## config.mk

```make
export PLATFORM = sky130hd
export DESIGN_NAME = uart_transceiver
export DESIGN_NICKNAME = d
export VERILOG_FILES = /design/src/rtl/arch_defs_pkg.sv /design/src/rtl/uart_receiver.sv /design/src/rtl/uart_transmitter.sv /design/src/rtl/uart_transceiver.sv
export SDC_FILE = /design/constraint.sdc
export NUM_CORES = 1
export LEC_CHECK = 0
export BUFFER_PORTS_ARGS = -buffer_cell sky130_fd_sc_hd__buf_2
export CAP_MARGIN = 25
export CORE_MARGIN = 4
export CORE_UTILIZATION = 56
export CTS_CLUSTER_DIAMETER = 50
export DETAILED_ROUTE_END_ITERATION = 10
export PLACE_DENSITY = 0.78
export SLEW_MARGIN = 15
export SYNTH_ARGS = -nofsm -noshare
export SYNTH_HDL_FRONTEND = slang
export SYNTH_SLANG_ARGS = --single-unit
```

## constraint.sdc

```tcl
create_clock -name clk -period 3.06 [get_ports clk]
set_input_delay 0 -clock clk [delete_from_list [all_inputs] [get_ports clk]]
set_output_delay 0 -clock clk [all_outputs]
set_load 0.005 [all_outputs]
```

## src/rtl/arch_defs_pkg.sv

```systemverilog
// Shared widths, FSM state encodings and status payload for the UART transceiver.
package arch_defs_pkg;

    localparam int unsigned DATA_WIDTH = 8;

    typedef enum logic [1:0] {
        S_UART_TX_IDLE  = 2'd0,
        S_UART_TX_START = 2'd1,
        S_UART_TX_DATA  = 2'd2,
        S_UART_TX_STOP  = 2'd3
    } tx_state_t;

    typedef enum logic [1:0] {
        S_UART_RX_IDLE  = 2'd0,
        S_UART_RX_START = 2'd1,
        S_UART_RX_DATA  = 2'd2,
        S_UART_RX_STOP  = 2'd3
    } rx_state_t;

    // Receiver status word: bit1 = frame in progress, bit0 = framing error of last frame.
    typedef struct packed {
        logic rx_active;
        logic frame_err;
    } rx_status_t;

endpackage

```

## src/rtl/uart_receiver.sv

```systemverilog
// UART receiver: synchronizes the line, validates the start bit at half period, samples bits at center.
module uart_receiver
    import arch_defs_pkg::*;
#(
    parameter int unsigned CLKS_PER_BIT = 208
) (
    input  logic                  clk,
    input  logic                  reset,
    input  logic                  rx_serial_in_data,
    output logic                  rx_strobe_data_ready,
    output logic [DATA_WIDTH-1:0] rx_parallel_data_out,
    output logic [1:0]            rx_status
);

    localparam int unsigned CNT_W = (CLKS_PER_BIT > 1) ? $clog2(CLKS_PER_BIT) : 1;
    localparam int unsigned IDX_W = $clog2(DATA_WIDTH);
    localparam int unsigned HALF  = (CLKS_PER_BIT / 2 > 0) ? CLKS_PER_BIT / 2 : 1;
    localparam logic [CNT_W-1:0] CNT_LAST  = CNT_W'(CLKS_PER_BIT - 1);
    localparam logic [CNT_W-1:0] HALF_LAST = CNT_W'(HALF - 1);
    localparam logic [IDX_W-1:0] IDX_LAST  = IDX_W'(DATA_WIDTH - 1);

    rx_state_t             r_state;
    logic                  r_sync1;
    logic                  r_sync2;
    logic [CNT_W-1:0]      r_clk_cnt;
    logic [IDX_W-1:0]      r_bit_idx;
    logic [DATA_WIDTH-1:0] r_shift;
    logic [DATA_WIDTH-1:0] r_data;
    logic                  r_ready;
    logic                  r_wait_high;
    rx_status_t            r_status;
    logic                  w_rx_line;

    assign w_rx_line = r_sync2;

    // Two-flop synchronizer plus receive sequencer; r_wait_high blocks restarts on a line stuck low after a framing error.
    always_ff @(posedge clk) begin
        if (!reset) begin
            r_state     <= S_UART_RX_IDLE;
            r_sync1     <= 1'b1;
            r_sync2     <= 1'b1;
            r_clk_cnt   <= '0;
            r_bit_idx   <= '0;
            r_shift     <= '0;
            r_data      <= '0;
            r_ready     <= 1'b0;
            r_wait_high <= 1'b0;
            r_status    <= '0;
        end else begin
            r_sync1 <= rx_serial_in_data;
            r_sync2 <= r_sync1;
            r_ready <= 1'b0;
            case (r_state)
                S_UART_RX_IDLE: begin
                    r_clk_cnt          <= '0;
                    r_bit_idx          <= '0;
                    r_status.rx_active <= 1'b0;
                    if (r_wait_high) begin
                        if (w_rx_line) begin
                            r_wait_high <= 1'b0;
                        end
                    end else if (!w_rx_line) begin
                        r_status.rx_active <= 1'b1;
                        r_state            <= S_UART_RX_START;
                    end
                end
                S_UART_RX_START: begin
                    if (r_clk_cnt == HALF_LAST) begin
                        r_clk_cnt <= '0;
                        if (!w_rx_line) begin
                            r_state <= S_UART_RX_DATA;
                        end else begin
                            r_status.rx_active <= 1'b0;
                            r_state            <= S_UART_RX_IDLE;
                        end
                    end else begin
                        r_clk_cnt <= r_clk_cnt + CNT_W'(1);
                    end
                end
                S_UART_RX_DATA: begin
                    if (r_clk_cnt == CNT_LAST) begin
                        r_clk_cnt <= '0;
                        r_shift   <= {w_rx_line, r_shift[DATA_WIDTH-1:1]};
                        if (r_bit_idx == IDX_LAST) begin
                            r_state <= S_UART_RX_STOP;
                        end else begin
                            r_bit_idx <= r_bit_idx + IDX_W'(1);
                        end
                    end else begin
                        r_clk_cnt <= r_clk_cnt + CNT_W'(1);
                    end
                end
                S_UART_RX_STOP: begin
                    if (r_clk_cnt == CNT_LAST) begin
                        r_clk_cnt          <= '0;
                        r_status.rx_active <= 1'b0;
                        r_state            <= S_UART_RX_IDLE;
                        if (w_rx_line) begin
                            r_data             <= r_shift;
                            r_ready            <= 1'b1;
                            r_status.frame_err <= 1'b0;
                        end else begin
                            r_status.frame_err <= 1'b1;
                            r_wait_high        <= 1'b1;
                        end
                    end else begin
                        r_clk_cnt <= r_clk_cnt + CNT_W'(1);
                    end
                end
                default: begin
                    r_state <= S_UART_RX_IDLE;
                end
            endcase
        end
    end

    assign rx_strobe_data_ready = r_ready;
    assign rx_parallel_data_out = r_data;
    assign rx_status            = r_status;

endmodule

```

## src/rtl/uart_transmitter.sv

```systemverilog
// UART transmitter: 1 start, DATA_WIDTH data bits LSB first, 1 stop, no parity.
module uart_transmitter
    import arch_defs_pkg::*;
#(
    parameter int unsigned CLKS_PER_BIT = 208
) (
    input  logic                  clk,
    input  logic                  reset,
    input  logic [DATA_WIDTH-1:0] tx_parallel_in_data,
    input  logic                  tx_start_strobe,
    output logic                  busy_flag,
    output logic                  data_out
);

    localparam int unsigned CNT_W = (CLKS_PER_BIT > 1) ? $clog2(CLKS_PER_BIT) : 1;
    localparam int unsigned IDX_W = $clog2(DATA_WIDTH);
    localparam logic [CNT_W-1:0] CNT_LAST = CNT_W'(CLKS_PER_BIT - 1);
    localparam logic [IDX_W-1:0] IDX_LAST = IDX_W'(DATA_WIDTH - 1);

    tx_state_t             r_state;
    logic [CNT_W-1:0]      r_clk_cnt;
    logic [IDX_W-1:0]      r_bit_idx;
    logic [DATA_WIDTH-1:0] r_shift;
    logic                  r_busy;
    logic                  r_tx;

    // Frame sequencer; the line level for the next bit is loaded on the edge that ends the current one.
    always_ff @(posedge clk) begin
        if (!reset) begin
            r_state   <= S_UART_TX_IDLE;
            r_clk_cnt <= '0;
            r_bit_idx <= '0;
            r_shift   <= '0;
            r_busy    <= 1'b0;
            r_tx      <= 1'b1;
        end else begin
            case (r_state)
                S_UART_TX_IDLE: begin
                    r_clk_cnt <= '0;
                    r_bit_idx <= '0;
                    r_tx      <= 1'b1;
                    r_busy    <= 1'b0;
                    if (tx_start_strobe) begin
                        r_shift <= tx_parallel_in_data;
                        r_busy  <= 1'b1;
                        r_tx    <= 1'b0;
                        r_state <= S_UART_TX_START;
                    end
                end
                S_UART_TX_START: begin
                    if (r_clk_cnt == CNT_LAST) begin
                        r_clk_cnt <= '0;
                        r_tx      <= r_shift[0];
                        r_state   <= S_UART_TX_DATA;
                    end else begin
                        r_clk_cnt <= r_clk_cnt + CNT_W'(1);
                    end
                end
                S_UART_TX_DATA: begin
                    if (r_clk_cnt == CNT_LAST) begin
                        r_clk_cnt <= '0;
                        if (r_bit_idx == IDX_LAST) begin
                            r_tx    <= 1'b1;
                            r_state <= S_UART_TX_STOP;
                        end else begin
                            r_bit_idx <= r_bit_idx + IDX_W'(1);
                            r_shift   <= {1'b0, r_shift[DATA_WIDTH-1:1]};
                            r_tx      <= r_shift[1];
                        end
                    end else begin
                        r_clk_cnt <= r_clk_cnt + CNT_W'(1);
                    end
                end
                S_UART_TX_STOP: begin
                    if (r_clk_cnt == CNT_LAST) begin
                        r_clk_cnt <= '0;
                        r_busy    <= 1'b0;
                        r_state   <= S_UART_TX_IDLE;
                    end else begin
                        r_clk_cnt <= r_clk_cnt + CNT_W'(1);
                    end
                end
                default: begin
                    r_state <= S_UART_TX_IDLE;
                end
            endcase
        end
    end

    assign busy_flag = r_busy;
    assign data_out  = r_tx;

endmodule

```

## src/rtl/uart_transceiver.sv

```systemverilog
// UART transceiver top: independent transmitter and receiver sharing one clock and reset.
module uart_transceiver
    import arch_defs_pkg::*;
#(
    parameter int unsigned CLOCK_SPEED = 2_000_000,
    parameter int unsigned BAUD_RATE   = 9600
) (
    input  logic                  clk,
    input  logic                  reset,
    input  logic [DATA_WIDTH-1:0] tx_parallel_in_data,
    input  logic                  tx_start_strobe,
    output logic                  busy_flag,
    output logic                  data_out,
    input  logic                  rx_serial_in_data,
    output logic                  rx_strobe_data_ready,
    output logic [DATA_WIDTH-1:0] rx_parallel_data_out,
    output logic [1:0]            rx_status
);

    localparam int unsigned CLKS_PER_BIT = CLOCK_SPEED / BAUD_RATE;

    // Transmit path
    uart_transmitter #(
        .CLKS_PER_BIT (CLKS_PER_BIT)
    ) u_tx (
        .clk                 (clk),
        .reset               (reset),
        .tx_parallel_in_data (tx_parallel_in_data),
        .tx_start_strobe     (tx_start_strobe),
        .busy_flag           (busy_flag),
        .data_out            (data_out)
    );

    // Receive path
    uart_receiver #(
        .CLKS_PER_BIT (CLKS_PER_BIT)
    ) u_rx (
        .clk                  (clk),
        .reset                (reset),
        .rx_serial_in_data    (rx_serial_in_data),
        .rx_strobe_data_ready (rx_strobe_data_ready),
        .rx_parallel_data_out (rx_parallel_data_out),
        .rx_status            (rx_status)
    );

endmodule

```

== After elaboration in Yosys (flattened, before gate mapping) ==
Index checks and enable logic that the tools add are counted.
Cells by class
  shifts and indexed selects: 0
  multiplexer cells: 48
  div/mod/pow operators: 0
  magnitude comparators: 0
  reduce and logical (&&, ||, !) cells: 23
  multiply operators: 0
  add/sub/neg operators: 4
  equal/unequal tests: 26
  bitwise gates (word level): 0
Operators with widths (number)
  $mux 8: 6
  $pmux 8 s2: 2
  $mux 2: 13
  $pmux 8 s3: 1
  $ne 2x1->1 const B: 9
  $reduce_and 3->1: 6
  $add 8x1->8 const B: 2
  $eq 8x8->1 const B: 2
  $pmux 2 s4: 2
  $mux 1: 14
  $mux 3: 4
  $ne 2x2->1 const B: 6
  $pmux 3 s2: 2
  $eq 2x2->1 const B: 4
  $eq 8x7->1 const B: 1
  $reduce_and 4->1: 2
  $reduce_bool 2->1: 4
  $add 3x1->3 const B: 2
  $eq 3x3->1 const B: 2
  $pmux 1 s3: 2
  $reduce_and 2->1: 3
  $reduce_and 6->1: 1
  $reduce_bool 3->1: 2
  $reduce_and 5->1: 1
  other kinds (5): 8
Storage, ports and cells
  RAM bits: 0
  register bits: 58
  memories kept: 0
  memory bits (read-only): 0
  word-level logic and storage cells: 118
  bits in latches: 0

== Longest topological paths before layout ==
  depth after elaboration: 4
  mapped depth: 7
  mapped depth without buffers: 6

== By module ==
From an unflattened synthesis, not the netlist that was laid out.
Unflattened totals
  cells, all modules: 278
  area total of the unflattened synthesis: 2625.0 um^2
By module, submodules not included
  uart_receiver: instances 1, area each 1421.4 um^2, cells an instance 150, sequential area each 700.7 um^2
  uart_transmitter: instances 1, area each 1203.7 um^2, cells an instance 128, sequential area each 460.4 um^2

== Worst setup path before layout ==
Ideal clock, no wire load.
  path type: register -> register
  start point: register u_tx.r_bit_idx[0]
  end point: register u_tx.r_bit_idx[0]
  data required time: 2995 ps
  setup time: 65 ps
  setup slack: 1384 ps
  path buffers: 0
  arrival: 1611 ps
  stages on the path, launching flop included: 7
  cell sequence: dfxtp_1 ha_1 ha_1 nand2b_1 or3_4 mux2_4 nor2_1
Between the ends
  word-level cells in the longest chain between the ends: 4
  elaborated cells on any way between the ends: 7
  classes of those cells: add/sub (1); eq/ne (2); mux (3); reduce/logical (1)
Ends and longest elaborated chain
  start: declaration: line uart_transmitter.sv:22  | logic [IDX_W-1:0] r_bit_idx;
  start signal: assignment: line uart_transmitter.sv:66  | r_bit_idx <= r_bit_idx + IDX_W'(1);
  $add 3x1->3: line uart_transmitter.sv:66
  $mux 3: line uart_transmitter.sv:62  | if (r_bit_idx == IDX_LAST) begin
  $mux 3: line uart_transmitter.sv:60  | if (r_clk_cnt == CNT_LAST) begin
  $pmux 3 s2: line uart_transmitter.sv:37  | case (r_state)
Several ways; a longest one is shown, not always the timed one. The select of a mux whose other input is x is not followed.
A chain may end at the register's enable or synchronous reset.

== Final worst setup path ==
  start point: register u_tx.r_state[0]
  end point: register u_tx.r_shift[2]
Between the ends
  word-level cells in the longest chain between the ends: 3
  elaborated cells on any way between the ends: 8
  classes of those cells: eq/ne (4); mux (1); reduce/logical (3)
Ends and longest elaborated chain
  start: declaration: line uart_transmitter.sv:20  | tx_state_t r_state;
  start signal: assignment: line uart_transmitter.sv:30  | r_state <= S_UART_TX_IDLE;
  start signal: assignment: line uart_transmitter.sv:47  | r_state <= S_UART_TX_START;
  start signal: assignment: line uart_transmitter.sv:54  | r_state <= S_UART_TX_DATA;
  $eq 2x2->1 / $logic_not 2->1 (equally long branches): line uart_transmitter.sv:37
  $ne 2x2->1 (no line), or another cell as far along
  $reduce_and 4->1 (no line)
  end signal: assignment: line uart_transmitter.sv:44  | r_shift <= tx_parallel_in_data;
  end signal: assignment: line uart_transmitter.sv:67  | r_shift <= {1'b0, r_shift[DATA_WIDTH-1:1]};
  end: declaration: line uart_transmitter.sv:23  | logic [DATA_WIDTH-1:0] r_shift;
Several ways; a longest one is shown, not always the timed one.

==> results by group <==
STA
  • Final setup viols: 0
  • Hold Vio Cnt, Final: 0
  • Slew @ Worst Pin: 0.853 ns
  • Peak Freq: 513 MHz
  • RSZ-0062 raised after global routing: no
  • Final worst-path cycle share: 63.7%
  • Final Skew: 0.00616 ns
  • PnR worst setup slack: 1.11 ns
  • Pins Over Slew Limit: 0
  • Shortest period the worst path allows: 1.95 ns
  • Max_slew headroom: 41.5%
  • Setup TNS: 0 ns

Detailed routing
  • Via count: 2,060
  • Total Wirelength: 5000 um
  • Final routed DRC violation total: 0
  • Pre-antenna DRT Iters: 4
  • Initial DRC count: 54
  • Vias/cell: 5.54
  • Post-route ant nets: 0
  • Post-DR wirelength/cell: 13.4 um

Cells and area
  • Fraction of layout cells with a size suffix above 1: 18.8%
  • Layout Nets: 338
  • Non-filler cells, final: 372
  • P&R area growth vs syn: 17.8%
  • Antenna Cells: 0
  • Fill cells: 337

Global route
  • Grt ovf: 0
  • First-pass GRT wire length: 8670 um
  • Number of global-route vias before repair: 1,911
  • Gr usage total: 18.8%
  • Largest net degree at the start of global routing: 20
  • Initial antenna violation count: 0

Critical path
  • CP startpoint kind: flip-flop
  • Max incr delay on CP: 0.75 ns
  • Crit path max-delay family: multiplexers
  • Worst setup EP type: flip-flop
  • Max stage delay cell, worst path: mux2i_1
  • Crit path launch: u_tx.r_state[0]
  • Worst r2r src: u_tx.r_state[0]
  • Reg2Reg Capture Point: u_tx.r_shift[2]
  • CP Depth: 5
  • Crit Path Max Fanout: 9
  • CP Data Arrival Time: 2.22 ns
  • R2R Setup Slk: 1.11 ns
  • Req. time, crit path: 3.33 ns
  • Worst reg-to-reg path cell count: 5
  • Critical-path cell list: inv_1 > ha_1 > mux2i_1 > a22oi_1 > a31oi_1
  • CP endpoint: u_tx.r_shift[2]
  • Crit path kind: flip-flop to flip-flop
  • Buffers & Inverters on Critical Path: 1

Synth
  • Mapped Cells: 277
  • Post-synth ARST share: 0%
  • Synth top area cells: dfxtp_1 (44%), ha_1 (5.2%), nor2_1 (5.0%), mux2i_1 (4.6%), nand2_1 (4.0%)
  • Synth top area share: 44.1%
  • Synth area leader: dfxtp_1
  • Flops & latches, synth: 58
  • Syn nets: 300
  • Top cells by count, synth: dfxtp_1 (58), nor2_1 (35), nand2_1 (28), a31oi_1 (13)
  • Top FF cell, synth: dfxtp_1
  • Sequential area share after synthesis: 44.1%
  • Avg Inst Size Synth: 9.51 um^2
  • Most numerous cell in the Yosys netlist: dfxtp_1
  • Post-synth EDFFs: 0
  • Synth warn: 0
  • Post-Syn Area: 2640 um^2
  • Unique masters post-synth: 49

Job
  • Maxcap violations: 0

Clocking
  • CTS Buffer Depth: 2
  • Clock Tree Root: clkbuf_8
  • CTS tree: done
  • Cts repair resizes: 0
  • Inserted Clock Buffers: 9
  • Worst skew pair latency: 0.34 ns
  • TritonCTS Sinks: 58
  • Clk pin slew, worst setup/hold paths: 0.07 ns
  • CTS H-tree depth: 3

Status
  • Status: finished, final reports clean

Placed design
  • Hpwl dp: 3180 um
  • Post-Place Setup Slack: 1.13 ns
  • IO Port Bufs: 24
  • Number of placed instances, taps included: 344
  • Final RePlAce weighted congestion: 0.818

Floorplanning
  • I/O Pins: 25
  • Die W: 76.6 um
  • CORE AREA: 4440 um^2
  • Die Y: 76.6 um
  • Die footprint: 5870 um^2
  • Row cnt: 24
  • Initial Utilization: 59.3%

Power and ir drop
  • Pleak: 1.25 nW
  • PwrDens: 630 nW/um^2
  • Maximum VDD drop: 0.360 mV

Hold path
  • Min-delay worst type: flip-flop to flip-flop
  • Hold-critical path depth: 1
==> per-stage QoR <==
stage | instance area (um^2) | utilization (%) | power, W | hold WS, ns
2_1_floorplan | 2640 | - | 0.00110 | 0.0730
3_3_place_gp | 2770 | 62.2 | 0.00117 | 0.204
3_5_place_dp | 2770 | 62.2 | 0.00118 | 0.202
4_1_cts | 3100 | 69.8 | 0.00197 | 0.415
5_1_grt | 3100 | 69.8 | 0.00207 | 0.440
6_report | 3100 | 69.8 | 0.00196 | 0.407
==> cell usage in the layout, fill, tap and decap left out, types with 8 or more instances in the layout <==
cell type / Yosys / routed
nand3_1: 12 / 12
a31oi_1: 13 / 13
dfxtp_1: 58 / 58
nand2_1: 28 / 28
dlygate4sd3_1: 0 / 12
clkbuf_8: 0 / 9
a22o_2: 8 / 8
xor2_1: 8 / 8
mux2i_1: 12 / 12
ha_1: 11 / 11
buf_2: 1 / 24
nor2_1: 35 / 35
==> metal layers <==
layer	share of wire (%)	vias to the layer above	track usage, %
met5	0	-	0
met4	1.4	0	8.70
met3	3.8	7	8.51
met2	47	29	28.7
met1	48	957	22.4
li1	-	1067	-
==> worst register-to-register path, delay by kind of cell (launching register included) <==
kind	cells	cell delay, ns
buffers and inverters	1	0.12
adders and majority gates	1	0.27
DFF	1	0.34
muxes	1	0.75
AOI/OAI and AO/OA	2	0.41
==> cells by family after synthesis <==
group / after synthesis / share of synthesized area (%)
AO/OA/AOI/OAI: 50 / 14.0
flip-flops: 58 / 44.1
multiplexers: 13 / 5.13
buffers and inverters: 17 / 3.32
adder cells (fa/ha/maj): 11 / 5.22
AND/OR/NAND/NOR: 116 / 24.3
XOR/XNOR: 12 / 3.99
==> worst min path at each step <==
stage                            from      endpoint
floorplan                       reset  u_rx.r_sync2
global placement    rx_serial_in_data  u_rx.r_sync1
detailed placement  rx_serial_in_data  u_rx.r_sync1
CTS                      u_rx.r_sync1  u_rx.r_sync2
global route             u_rx.r_sync1  u_rx.r_sync2
finish                   u_rx.r_sync1  u_rx.r_sync2
==> layout make-up <==
class / count / area (um^2) / area share [%]
Clock buffer: 9 / 124 / 3.99
Clock inverter: 7 / 92.6 / 2.98
Inverter: 7 / 26.3 / 0.847
Multi-Input combinational cell: 202 / 1390 / 44.7
Sequential cell: 58 / 1160 / 37.4
Tap cell: 52 / 65.1 / 2.10
Timing Repair Buffer: 37 / 248 / 7.98
==> what timing repair did <==
action | CTS | global route
setup buffers | 0 | 0
hold buffers | 12 | 0
endpoints found under the hold margin | 13 | 0
==> sequential cells by signal, indices dropped and copies added, names as in the netlist, named ones only <==
register	count
u_tx.r_clk_cnt	8
u_rx.r_wait_high	1
u_rx.r_sync2	1
u_rx.r_state	1
u_rx.rx_parallel_data_out	8
u_rx.r_shift	8
u_tx.r_state	2
u_tx.r_shift	8
u_tx.busy_flag	1
u_rx.r_bit_idx	3
u_tx.r_bit_idx	3
u_rx.r_sync1	1
u_rx.r_clk_cnt	8
u_rx.rx_strobe_data_ready	1
u_tx.data_out	1
u_rx.rx_status	2
==> power breakdown <==
group          switching (W)  internal, W  leakage, nW
Combinational       0.000194     0.000142        0.670
Clock               0.000319     0.000458        0.113
Sequential         0.0000387     0.000804        0.470
Power figures use the tool's default switching activity.
